--- src/rtl/msg_scheduler_if.sv ---
// ---------------------------------------------------------------------------
// msg_scheduler_if
// Bundles the message-load handshake and the compressor-facing drive signals
// of the message scheduler.
//   start       : begin a block (sampled only while idle)
//   msg_word    : 32-bit message word, word 0 first
//   msg_valid   : msg_word valid
//   msg_ready   : scheduler can accept a word (LOAD only)
//   w           : schedule word for the compressor
//   cur_round   : round index aligned with w
//   comp_en     : compressor enable
//   comp_init   : compressor init (load hash state)
//   busy        : scheduler not idle
//   block_done  : one-cycle pulse after a block has fully drained
// Modports: slave = scheduler side, master = source/compressor side.
// ---------------------------------------------------------------------------
interface msg_scheduler_if #(
  parameter int WORD_WIDTH = 32
);
  logic                  start;
  logic [WORD_WIDTH-1:0] msg_word;
  logic                  msg_valid;
  logic                  msg_ready;
  logic [WORD_WIDTH-1:0] w;
  logic [5:0]            cur_round;
  logic                  comp_en;
  logic                  comp_init;
  logic                  busy;
  logic                  block_done;

  modport slave (
    input  start, msg_word, msg_valid,
    output msg_ready, w, cur_round, comp_en, comp_init, busy, block_done
  );

  modport master (
    output start, msg_word, msg_valid,
    input  msg_ready, w, cur_round, comp_en, comp_init, busy, block_done
  );
endinterface

--- src/rtl/msg_scheduler.sv ---
// ---------------------------------------------------------------------------
// msg_scheduler
// Message-schedule stage feeding the round compressor. Loads one 512-bit
// block as 16 words over a valid/ready handshake, then emits W0..W63 from a
// 16-word sliding window, cycle-aligned with cur_round/comp_en/comp_init.
// Ports:
//   clk   : clock, all logic on posedge
//   rst   : synchronous active-high reset (aborts any block in flight)
//   bus   : msg_scheduler_if.slave (handshake + compressor drive signals)
// Sequence: IDLE -> LOAD (16 accepts) -> INIT (W0) -> RUN (W1..W63)
//           -> FLUSH (compressor finishes round 63) -> IDLE (+block_done).
// ---------------------------------------------------------------------------
module msg_scheduler #(
  parameter int WORD_WIDTH = 32,
  parameter int NUM_ROUNDS = 64
) (
  input  logic              clk,
  input  logic              rst,
  msg_scheduler_if.slave    bus
);

  if (WORD_WIDTH != 32) begin : g_bad_width
    $error("msg_scheduler: only WORD_WIDTH=32 is supported");
  end
  if (NUM_ROUNDS != 64) begin : g_bad_rounds
    $error("msg_scheduler: only NUM_ROUNDS=64 is supported");
  end

  typedef enum logic [2:0] {
    S_IDLE  = 3'd0,
    S_LOAD  = 3'd1,
    S_INIT  = 3'd2,
    S_RUN   = 3'd3,
    S_FLUSH = 3'd4
  } state_t;

  state_t            r_state;
  state_t            w_state_nxt;
  logic [3:0]        r_load_cnt;
  logic [5:0]        r_round;
  logic [15:0][31:0] r_win;      // r_win[0] = W_t ... r_win[15] = W_t+15
  logic              r_done;

  logic              w_accept;
  logic              w_expanding;
  logic [31:0]       w_expand;

  function automatic logic [31:0] sig0(input logic [31:0] x);
    return {x[6:0], x[31:7]} ^ {x[17:0], x[31:18]} ^ (x >> 3);
  endfunction

  function automatic logic [31:0] sig1(input logic [31:0] x);
    return {x[16:0], x[31:17]} ^ {x[18:0], x[31:19]} ^ (x >> 10);
  endfunction

  // msg_ready is a pure state decode, so accept never loops back into ready.
  assign w_accept    = (r_state == S_LOAD) && bus.msg_valid;
  assign w_expanding = (r_state == S_INIT) || (r_state == S_RUN);

  // Next word appended at the top of the window: W_t+16.
  assign w_expand = sig1(r_win[14]) + r_win[9] + sig0(r_win[1]) + r_win[0];

  always_comb begin
    w_state_nxt = r_state;
    case (r_state)
      S_IDLE:  if (bus.start) w_state_nxt = S_LOAD;
      S_LOAD:  if (w_accept && (r_load_cnt == 4'd15)) w_state_nxt = S_INIT;
      S_INIT:  w_state_nxt = S_RUN;
      S_RUN:   if (r_round == 6'd63) w_state_nxt = S_FLUSH;
      S_FLUSH: w_state_nxt = S_IDLE;
      default: w_state_nxt = S_IDLE;
    endcase
  end

  always_ff @(posedge clk) begin
    if (rst) begin
      r_state    <= S_IDLE;
      r_load_cnt <= 4'd0;
      r_round    <= 6'd0;
      r_win      <= '0;
      r_done     <= 1'b0;
    end else begin
      r_state <= w_state_nxt;
      // FLUSH always leaves to IDLE, so this marks the first IDLE cycle.
      r_done  <= (r_state == S_FLUSH);

      // 4-bit count wraps to 0 on the 16th accept, ready for the next block.
      if (w_accept) r_load_cnt <= r_load_cnt + 4'd1;

      if (w_accept)
        r_win <= {bus.msg_word, r_win[15:1]};
      else if (w_expanding)
        r_win <= {w_expand, r_win[15:1]};

      // Round index for RUN: INIT primes 1, RUN steps to 63 and wraps to 0
      // on the way into FLUSH.
      if (r_state == S_INIT)
        r_round <= 6'd1;
      else if (r_state == S_RUN)
        r_round <= r_round + 6'd1;
      else
        r_round <= 6'd0;
    end
  end

  // Outputs are decodes of registered state only.
  assign bus.msg_ready  = (r_state == S_LOAD);
  assign bus.busy       = (r_state != S_IDLE);
  assign bus.comp_en    = w_expanding || (r_state == S_FLUSH);
  assign bus.comp_init  = (r_state == S_INIT);
  assign bus.w          = w_expanding ? r_win[0] : 32'd0;
  assign bus.cur_round  = (r_state == S_RUN) ? r_round : 6'd0;
  assign bus.block_done = r_done;

endmodule

--- src/flat_wrapper.sv ---
// flat-port wrapper written by rule: the top's interface ports become plain ports
module msg_scheduler_flat 
#(
  parameter int WORD_WIDTH = 32,
  parameter int NUM_ROUNDS = 64
)
  (clk, rst, bus_start, bus_msg_word, bus_msg_valid, bus_msg_ready, bus_w, bus_cur_round, bus_comp_en, bus_comp_init, bus_busy, bus_block_done);
  msg_scheduler_if #(.WORD_WIDTH(WORD_WIDTH)) bus_i ();
  input  logic clk;
  input  logic rst;
  input wire logic [$bits(bus_i.start)-1:0] bus_start;
  input wire logic [$bits(bus_i.msg_word)-1:0] bus_msg_word;
  input wire logic [$bits(bus_i.msg_valid)-1:0] bus_msg_valid;
  output wire logic [$bits(bus_i.msg_ready)-1:0] bus_msg_ready;
  output wire logic [$bits(bus_i.w)-1:0] bus_w;
  output wire logic [$bits(bus_i.cur_round)-1:0] bus_cur_round;
  output wire logic [$bits(bus_i.comp_en)-1:0] bus_comp_en;
  output wire logic [$bits(bus_i.comp_init)-1:0] bus_comp_init;
  output wire logic [$bits(bus_i.busy)-1:0] bus_busy;
  output wire logic [$bits(bus_i.block_done)-1:0] bus_block_done;
  assign bus_i.start = bus_start;
  assign bus_i.msg_word = bus_msg_word;
  assign bus_i.msg_valid = bus_msg_valid;
  assign bus_msg_ready = bus_i.msg_ready;
  assign bus_w = bus_i.w;
  assign bus_cur_round = bus_i.cur_round;
  assign bus_comp_en = bus_i.comp_en;
  assign bus_comp_init = bus_i.comp_init;
  assign bus_busy = bus_i.busy;
  assign bus_block_done = bus_i.block_done;
  msg_scheduler #(.WORD_WIDTH(WORD_WIDTH), .NUM_ROUNDS(NUM_ROUNDS)) u_core (.clk(clk), .rst(rst), .bus(bus_i));
endmodule
--- config.mk ---
export PLATFORM = sky130hd
export DESIGN_NAME = msg_scheduler_flat
export DESIGN_NICKNAME = d
export VERILOG_FILES = /design/src/rtl/msg_scheduler_if.sv /design/src/rtl/msg_scheduler.sv /design/src/flat_wrapper.sv
export SDC_FILE = /design/constraint.sdc
export NUM_CORES = 1
export LEC_CHECK = 0
export ABC_CLOCK_PERIOD_IN_PS = 4400
export BUFFER_PORTS_ARGS = -buffer_cell sky130_fd_sc_hd__buf_2
export CAP_MARGIN = 20
export CORE_ASPECT_RATIO = 1.5
export CORE_MARGIN = 2
export CORE_UTILIZATION = 55
export CTS_BUF_LIST = sky130_fd_sc_hd__clkbuf_8
export DETAILED_ROUTE_END_ITERATION = 10
export PLACE_DENSITY_LB_ADDON = 0.15
export SLEW_MARGIN = 25
export SYNTH_ARGS = -nofsm -noshare
export SYNTH_HDL_FRONTEND = slang
export SYNTH_SLANG_ARGS = --single-unit
--- constraint.sdc ---
create_clock -name clk -period 4.4 [get_ports clk]
set_input_delay 1.32 -clock clk [delete_from_list [all_inputs] [get_ports clk]]
set_output_delay 1.32 -clock clk [all_outputs]
set_load 0.02 [all_outputs]
# Word-level counts from Yosys, hierarchy flattened
# Cells that the tools add are included.
# word_totals
output_inout_bits	43
word_cells	59
ff_bits	526
# classes
n_mux	10
n_eq_ne	9
bitwise_logic	5
n_reduce_logical	9
addsub	5
# op_table
operator	n
$mux W512	2
$add A32 B32 Y32	3
$xor A32 B32 Y32	2
$mux W32	1
$xor A32 B22 Y32	1
$xor A32 B29 Y32	1
$pmux W3 S4	1
$mux W3	3
$add A6 B1 Y6 const B	1
$eq A3 B2 Y1 const B	2
$eq A6 B6 Y1 const B	1
$mux W6	1
$add A4 B1 Y4 const B	1
$eq A4 B4 Y1 const B	1
$ne A2 B1 Y1 const B	2
$eq A3 B1 Y1 const B	1
$eq A3 B3 Y1 const B	1
$logic_not A3 Y1	1
$reduce_and A3 Y1	1
$reduce_bool A3 Y1	1
$reduce_or A3 Y1	1
$logic_and A1 B1 Y1	2
$logic_or A1 B1 Y1	2
$mux W1	2
3 further kinds	3

# Depth between registers and ports, before layout
# Gate-level depths: netlist of the first run.
# depth
depth_word	7
mapped_depth	17

# Worst setup path before layout of the first run
# Ideal clock, no wire load.
# synth_timing
kind	register to register
startpoint	reg u_core.r_win[474] (netlist name)
endpoint	reg u_core.r_win[507] (netlist name)
t_arrival_ns	3.898
stages_incl_launch_ff	17
synth_period_minus_slack_ns	3.990
required_time_ns	4.308
path_buffers	2
setup_ns	0.092
setup_slack_ns	0.410
cell_sequence	dfxtp_1 -> clkbuf_1 -> xnor2_1 -> xnor2_1 -> fa_1 -> inv_1 -> fa_1 -> inv_1 -> ha_1 -> buf_2 -> a21oi_1 -> o21ai_1 -> or3_1 -> o21a_1 -> o21ai_1 -> mux2_1 -> o32ai_1
# synth_between
elab_chain_len	7
# synth_rtl
element	line	text
from (decl)	msg_scheduler.sv:41	logic [15:0][31:0] r_win;
from (signal assigned)	msg_scheduler.sv:91	r_win <= {bus.msg_word, r_win[15:1]};
from (signal assigned)	msg_scheduler.sv:93	r_win <= {w_expand, r_win[15:1]};
$xor A32 B32 Y32	msg_scheduler.sv:53	return {x[16:0], x[31:17]} ^ {x[18:0], x[31:19]} ^ (x >> 10);
$xor A32 B22 Y32 *	msg_scheduler.sv:53	
$add A32 B32 Y32 * (3 in a row)	msg_scheduler.sv:61	assign w_expand = sig1(r_win[14]) + r_win[9] + sig0(r_win[1]) + r_win[0];
$mux W512 *	msg_scheduler.sv:92	else if (w_expanding)
$mux W512 *	msg_scheduler.sv:90	if (w_accept)
# Every way passes the cells marked *; elsewhere a longest branch is shown, timed or not. The select of a mux whose other input is x is not followed.
# A chain may end at the register's enable or synchronous reset.

# Worst setup path after layout of the first run
# layout_timing
startpoint	reg u_core.r_win[51] (netlist name)
endpoint	reg u_core.r_win[507] (netlist name)
# layout_between
elab_chain_len	6
# layout_rtl
element	line	text
$xor A32 B32 Y32	msg_scheduler.sv:49	return {x[6:0], x[31:7]} ^ {x[17:0], x[31:18]} ^ (x >> 3);
$xor A32 B29 Y32 *	msg_scheduler.sv:49	
$add A32 B32 Y32 * (2 in a row)	msg_scheduler.sv:61	
$mux W512 *	msg_scheduler.sv:92	
$mux W512 *	msg_scheduler.sv:90	
# Marked as above.

==> results of run 1 <==
## layout make-up
cell class / instances / area (sq um) / share of cell area
repair buffers: 146 / 1010 / 0.0395
clock inverters: 41 / 287 / 0.0112
clock buffers: 101 / 1390 / 0.0542
diodes: 2 / 5.00 / 0.000195
multi-input cells: 2054 / 11200 / 0.436
inverters: 146 / 548 / 0.0214
well taps: 564 / 706 / 0.0275
flip-flops and latches: 526 / 10500 / 0.410
## registers in the layout (all words and copies together), names as in the netlist
signal / flops
u_core.r_win: 512
u_core.r_round: 6
u_core.r_load_cnt: 4
u_core.r_state: 3
u_core.bus.block_done: 1
## cell families after synthesis
logic type / count (synthesis) / share of synthesized area
muxes: 5 / 0.00227
and+or+nand+nor: 1158 / 0.198
buffers and inverters: 393 / 0.0644
DFF: 526 / 0.454
AOI/OAI and AO/OA: 651 / 0.155
xor gates and xnor gates: 145 / 0.0548
adders and majority gates: 95 / 0.0714
## metal layers
| layer | GRT usage | wire length, um | vias up | share of wire |
|---|---|---|---|---|
| li1 | - | - | 9511 | - |
| met1 | 0.381 | 28100 | 9142 | 0.42 |
| met2 | 0.510 | 33300 | 397 | 0.49 |
| met3 | 0.0460 | 2620 | 135 | 0.039 |
| met4 | 0.159 | 3560 | 0 | 0.053 |
| met5 | 0 | 0 | - | 0 |
## worst min-delay path, stage by stage, from the launching register on
cell and delay [ps]:
dfxtp_1 310, nand2_1 50, a21oi_1 50
## report_power, final
group	switching [W]	leakage [nW]	internal (W)	total [W]
registers	0.0000224	4.24	0.00479	0.00481
clock network	0.00194	0.966	0.00226	0.00420
logic	0.000335	4.30	0.000102	0.000437
total	0.00229	9.51	0.00715	0.00944
## through the flow
step                      std cells  power (W)  area, sq um  setup WS, ps  hold slack [ps]
after floorplan                2973    0.00520        23200           410              427
after global placement         3436    0.00534        24000           180              434
after detailed placement       3436    0.00534        24000          56.2              441
after CTS                      3578    0.00953        25600          57.6              415
after global routing           3578    0.00977        25700         -18.5              431
final                          3580    0.00944        25700           238              414
## path summary, 6_finish.rpt
kind | endpoint | startpoint | slack, ps | cells past startpoint
max | u_core.r_win[507]$_SDFFE_PP0P_ | u_core.r_win[51]$_SDFFE_PP0P_ | 240 | 17
min | u_core.r_win[68]$_SDFFE_PP0P_ | u_core.r_win[100]$_SDFFE_PP0P_ | 410 | 2
max reg2reg | u_core.r_win[507]$_SDFFE_PP0P_ | u_core.r_win[51]$_SDFFE_PP0P_ | 240 | 17
min reg2reg | u_core.r_win[68]$_SDFFE_PP0P_ | u_core.r_win[100]$_SDFFE_PP0P_ | 410 | 2
## placed cells by master (no fill, tap or decap), types with 24 or more instances in the layout
cell type,count
a21oi_1,526
and3_1,43
buf_2,77
buf_4,59
clkbuf_8,101
dfxtp_1,523
fa_1,62
ha_1,33
inv_1,172
nand2_1,1010
nor2_1,45
xnor2_1,121
xor2_1,24
==> flow_summary.yaml, run 1 <==
setup_path:
  required_ps: 4970
  worstSetupEndpointType: "flip-flop"
  crit_chain: "xnor2_1 > xnor2_1 > fa_1 > inv_1 > fa_1 > inv_1 > ha_1 > inv_1 > fa_1 > nor2b_2 > o2111ai_1 > a21oi_1 > buf_4 > o21a_2 > o21ai_1 > mux2_1 > o32ai_2"
  critPathLaunchType: "flip-flop"
  crit_type: "flip-flop to flip-flop"
  crit_family: "adder cells"
  cp_slowest_cell: "fa_1"
  cpPeakStageDelay_ps: 450
  cp_num_buf_inv: 4
  worstPathMaxFanout: 5
  critPathArrivalTime_ps: 4730
cts:
  htree_levels: 3
  cts_resized: 0
  cts_buffer_depth: 3
  cts_made_buffers: 80
  clk_pin_slew_ps: 60
  cts_sinks: 526
  cts_tree: "built"
  cts_setup_buffers: 0
  cts.root.buffer_cell: "clkbuf_8"
  ctsHoldBuffers: 0
  clock_latency_ps: 660
power_and_ir_drop:
  p_leak_nw: 9.51
  vdd_drop_max_v: 0.000317
  power_density_nw_per_um2: 368
yosys:
  synth-seq-cells: 526
  synth_nets: 3104
  syn_area_sq_um: 23200
  yosysTopAreaCellShare: 0.454
  synth.avg_cell_area_sq_um: 7.80
  synth_cells: 2973
  ys_async_sr_fraction: 0
  ys_types: 67
  synth_edf_count: 0
  synth_top_cell_by_area: "dfxtp_1"
  yosysMostFrequentCell: "nand2_1"
  synth_commonest_cells: "nand2_1 (1010), a21oi_1 (526), dfxtp_1 (526)"
  yosys_warnings: 0
  yosysSeqAreaShare: 0.454
  synth.area.top_cells: "dfxtp_1 (45%), nand2_1 (16%), a21oi_1 (11%)"
  ys.flop_type: "dfxtp_1"
drt:
  dr_total_vias: 19200
  viasPerCell: 5.36
  wl_um: 67600
  postRouteAntennaNets: 0
  post-route-drc-count: 0
  wl_per_cell_um: 18.9
  first_iter_violations: 1367
  first_pass_iters: 5
layout:
  nNetsFinal: 3085
  areaGrowthSynthToFinish_pct: 10.7
  drive_gt1_frac: 0.0929
  num-fill-cells: 3883
  postLayoutCoreUtil: 0.614
die:
  dieArea_sq_um: 43800
  die_x_um: 172
  ios: 79
  chipHeight_um: 255
  initial_core_util: 0.555
  core_sq_um: 41800
  num_rows: 92
grt:
  grt_usage: 0.306
  grt_max_degree: 167
  grt_first_pass_wirelength_um: 103000
  grt_pass1_vias: 18100
  grt-ovfl-total: 0
  antenna_found_initial: 0
sta:
  finalMaxSlewViolations: 0
  tightest_slew_ps: 971
  fin_skew_ps: 42.0
  slew_headroom: 0.353
  fin_crit_ps: 4160
  tns_ps: 0
  setup_violations: 0
  period_share: 0.946
  fmax_mhz: 240
  finalHoldViolations: 0
placed_design:
  hpwl_um: 48300
  place.gp.congestion: 1.03
  place.port_buffers: 78
min_path:
  hold_class: "flip-flop to flip-flop"
flow_run:
  drv_cap: 0
outcome:
  status: "finished, final reports clean"
No activity file was read; power rests on OpenSTA's default activity.
==> inputs of run 2 (changes only) <==
--- a/config.mk
+++ b/config.mk
@@ -13,8 +13,9 @@
 export CORE_UTILIZATION = 55
 export CTS_BUF_LIST = sky130_fd_sc_hd__clkbuf_8
 export DETAILED_ROUTE_END_ITERATION = 10
+export HOLD_SLACK_MARGIN = 0.15
 export PLACE_DENSITY_LB_ADDON = 0.15
-export SLEW_MARGIN = 25
+export SLEW_MARGIN = 40
 export SYNTH_ARGS = -nofsm -noshare
 export SYNTH_HDL_FRONTEND = slang
 export SYNTH_SLANG_ARGS = --single-unit
==> constraint.sdc (replaced) <==
create_clock -name clk -period 4.4 [get_ports clk]
set_input_delay 1.32 -clock clk [delete_from_list [all_inputs] [get_ports clk]]
set_output_delay 1.32 -clock clk [all_outputs]
set_load 0.01 [all_outputs]
==> flow_summary.yaml, run 2 (synthesis results as in run 1) <==
drt:
  wl_per_cell_um: 18.9
  postRouteAntennaNets: 0
  dr_total_vias: 19300
  first_pass_iters: 6
  viasPerCell: 5.39
  post-route-drc-count: 0
  first_iter_violations: 1459
  wl_um: 67500
sta:
  tightest_slew_ps: 852
  finalHoldViolations: 0
  whs_ps: 436
  fin_skew_ps: 34.2
  setup_slack_ps: 187
  setup_violations: 0
  finalMaxSlewViolations: 0
  fin_crit_ps: 4210
  period_share: 0.958
  slew_headroom: 0.432
  rsz0062_at_grt: "true"
  fmax_mhz: 237
cts:
  htree_levels: 3
  clk_pin_slew_ps: 70
  cts_sinks: 526
  ctsHoldBuffers: 0
  cts.root.buffer_cell: "clkbuf_8"
  cts_tree: "built"
  cts_buffer_depth: 3
  cts_made_buffers: 80
  clock_latency_ps: 660
power_and_ir_drop:
  power_density_nw_per_um2: 370
  p_leak_nw: 9.52
  vdd_drop_max_v: 0.000311
  power.total_w: 0.00950
setup_path:
  critPathArrivalTime_ps: 4800
  worstPathMaxFanout: 5
  cp_slowest_cell: "fa_1"
  worstSetupEndpointType: "flip-flop"
  critPathLaunchType: "flip-flop"
  crit_type: "flip-flop to flip-flop"
  cpPeakStageDelay_ps: 510
  required_ps: 4980
  r2r_slack_ps: 190
  crit_chain: "xnor2_1 > xnor2_1 > fa_1 > inv_1 > fa_1 > inv_1 > ha_1 > nor2b_1 > o2111ai_1 > a21oi_1 > buf_4 > o21a_1 > buf_4 > a211oi_1 > mux2_1 > a21oi_1"
grt:
  grt_pass1_vias: 18000
  grt_first_pass_wirelength_um: 103000
  grtUsageMet1: 0.385
  grt_max_degree: 167
  grt-ovfl-total: 0
  grtUsageMet3: 0.0454
  grt_usage: 0.308
  gr-usage-met2: 0.505
  grt_most_used_layer: "met2"
  antenna_found_initial: 1
die:
  initial_core_util: 0.555
  core_sq_um: 41800
  die_x_um: 172
  ios: 79
  num_rows: 92
  chipHeight_um: 255
  dieArea_sq_um: 43800
placed_design:
  place.gp.congestion: 1.03
  place.port_buffers: 78
  place_ws_ps: 86.2
  hpwl_um: 48400
layout:
  nNetsFinal: 3085
  postLayoutCoreUtil: 0.615
  layout_common_cells: "nand2_1 (1009), a21oi_1 (526), dfxtp_1 (523), inv_1 (171), xnor2_1 (121)"
  layout_commonest_cell: "nand2_1"
  largestRegisters: "u_core.r_win: 512 flops, u_core.r_round: 6 flops, u_core.r_load_cnt: 4 flops"
  drive_gt1_frac: 0.0935
  register_area_sq_um: 10500
  areaGrowthSynthToFinish_pct: 10.9
  num-fill-cells: 3876
  multi_input_area_sq_um: 11200
  largest_register_ffs: 512
  regMostFlops: "u_core.r_win"
flow_run:
  drv_cap: 0
min_path:
  hold_class: "flip-flop to flip-flop"
outcome:
  status: "finished, final reports clean"
## run 2: cell count changes in the layout (fill, tap and decap cells not counted), sizes merged, moves of 2 or more
cell,delta
bufinv,+2
clkinv,+3
clkbuf,-2
clkinvlp,+2
inv,-3
## run 2: worst max-delay path: cells and delay by family (launching register included)
kind | cells | cell delay (ps)
adder cells (fa/ha/maj) | 3 | 1350
AO/OA/AOI/OAI | 5 | 1030
flip-flops | 1 | 470
buffers and inverters | 4 | 430
multiplexers | 1 | 350
XOR/XNOR | 2 | 330
AND/OR/NAND/NOR | 1 | 170
## run 2: timing repair
item,4_1_cts,5_1_grt
resized for setup,0,5
endpoints found under the setup margin,0,2
setup buffers,0,0
## run 2: power by group
| group | switching (W) | total [W] | internal [W] | leakage [nW] |
|---|---|---|---|---|
| clock network | 0.00193 | 0.00426 | 0.00233 | 0.972 |
| registers | 0.0000229 | 0.00481 | 0.00479 | 4.24 |
| logic | 0.000333 | 0.000435 | 0.000102 | 4.30 |
| total | 0.00229 | 0.00950 | 0.00722 | 9.52 |
## run 2: final timing paths
kind	from	to	depth (start not counted)
max	u_core.r_win[53]$_SDFFE_PP0P_	u_core.r_win[509]$_SDFFE_PP0P_	16
min	u_core.r_win[407]$_SDFFE_PP0P_	u_core.r_win[375]$_SDFFE_PP0P_	2
max reg2reg	u_core.r_win[53]$_SDFFE_PP0P_	u_core.r_win[509]$_SDFFE_PP0P_	16
min reg2reg	u_core.r_win[407]$_SDFFE_PP0P_	u_core.r_win[375]$_SDFFE_PP0P_	2
## run 2: layout make-up
| class | count | area share |
|---|---|---|
| diodes | 1 | 0.0000973 |
| clock buffers | 98 | 0.0525 |
| clock inverters | 45 | 0.0142 |
| inverters | 146 | 0.0213 |
| multi-input cells | 2054 | 0.435 |
| flip-flops and latches | 526 | 0.410 |
| well taps | 564 | 0.0274 |
| repair buffers | 146 | 0.0399 |
## run 2: metrics by stage
stage	instance area [sq um]	TNS [ps]	instances
6_report	25700	0	3580
5_1_grt	25700	-4.15	3580
4_1_cts	25700	0	3579
3_5_place_dp	24000	0	3436
3_3_place_gp	24000	0	3436
2_1_floorplan	23200	0	2973
## run 2: per-layer routing
layer	vias up	wire length, um	part of all wire
met4	0	4060	0.060
met3	152	2660	0.039
met2	457	33000	0.49
met5	-	0	0
met1	9180	27800	0.41
li1	9514	-	-
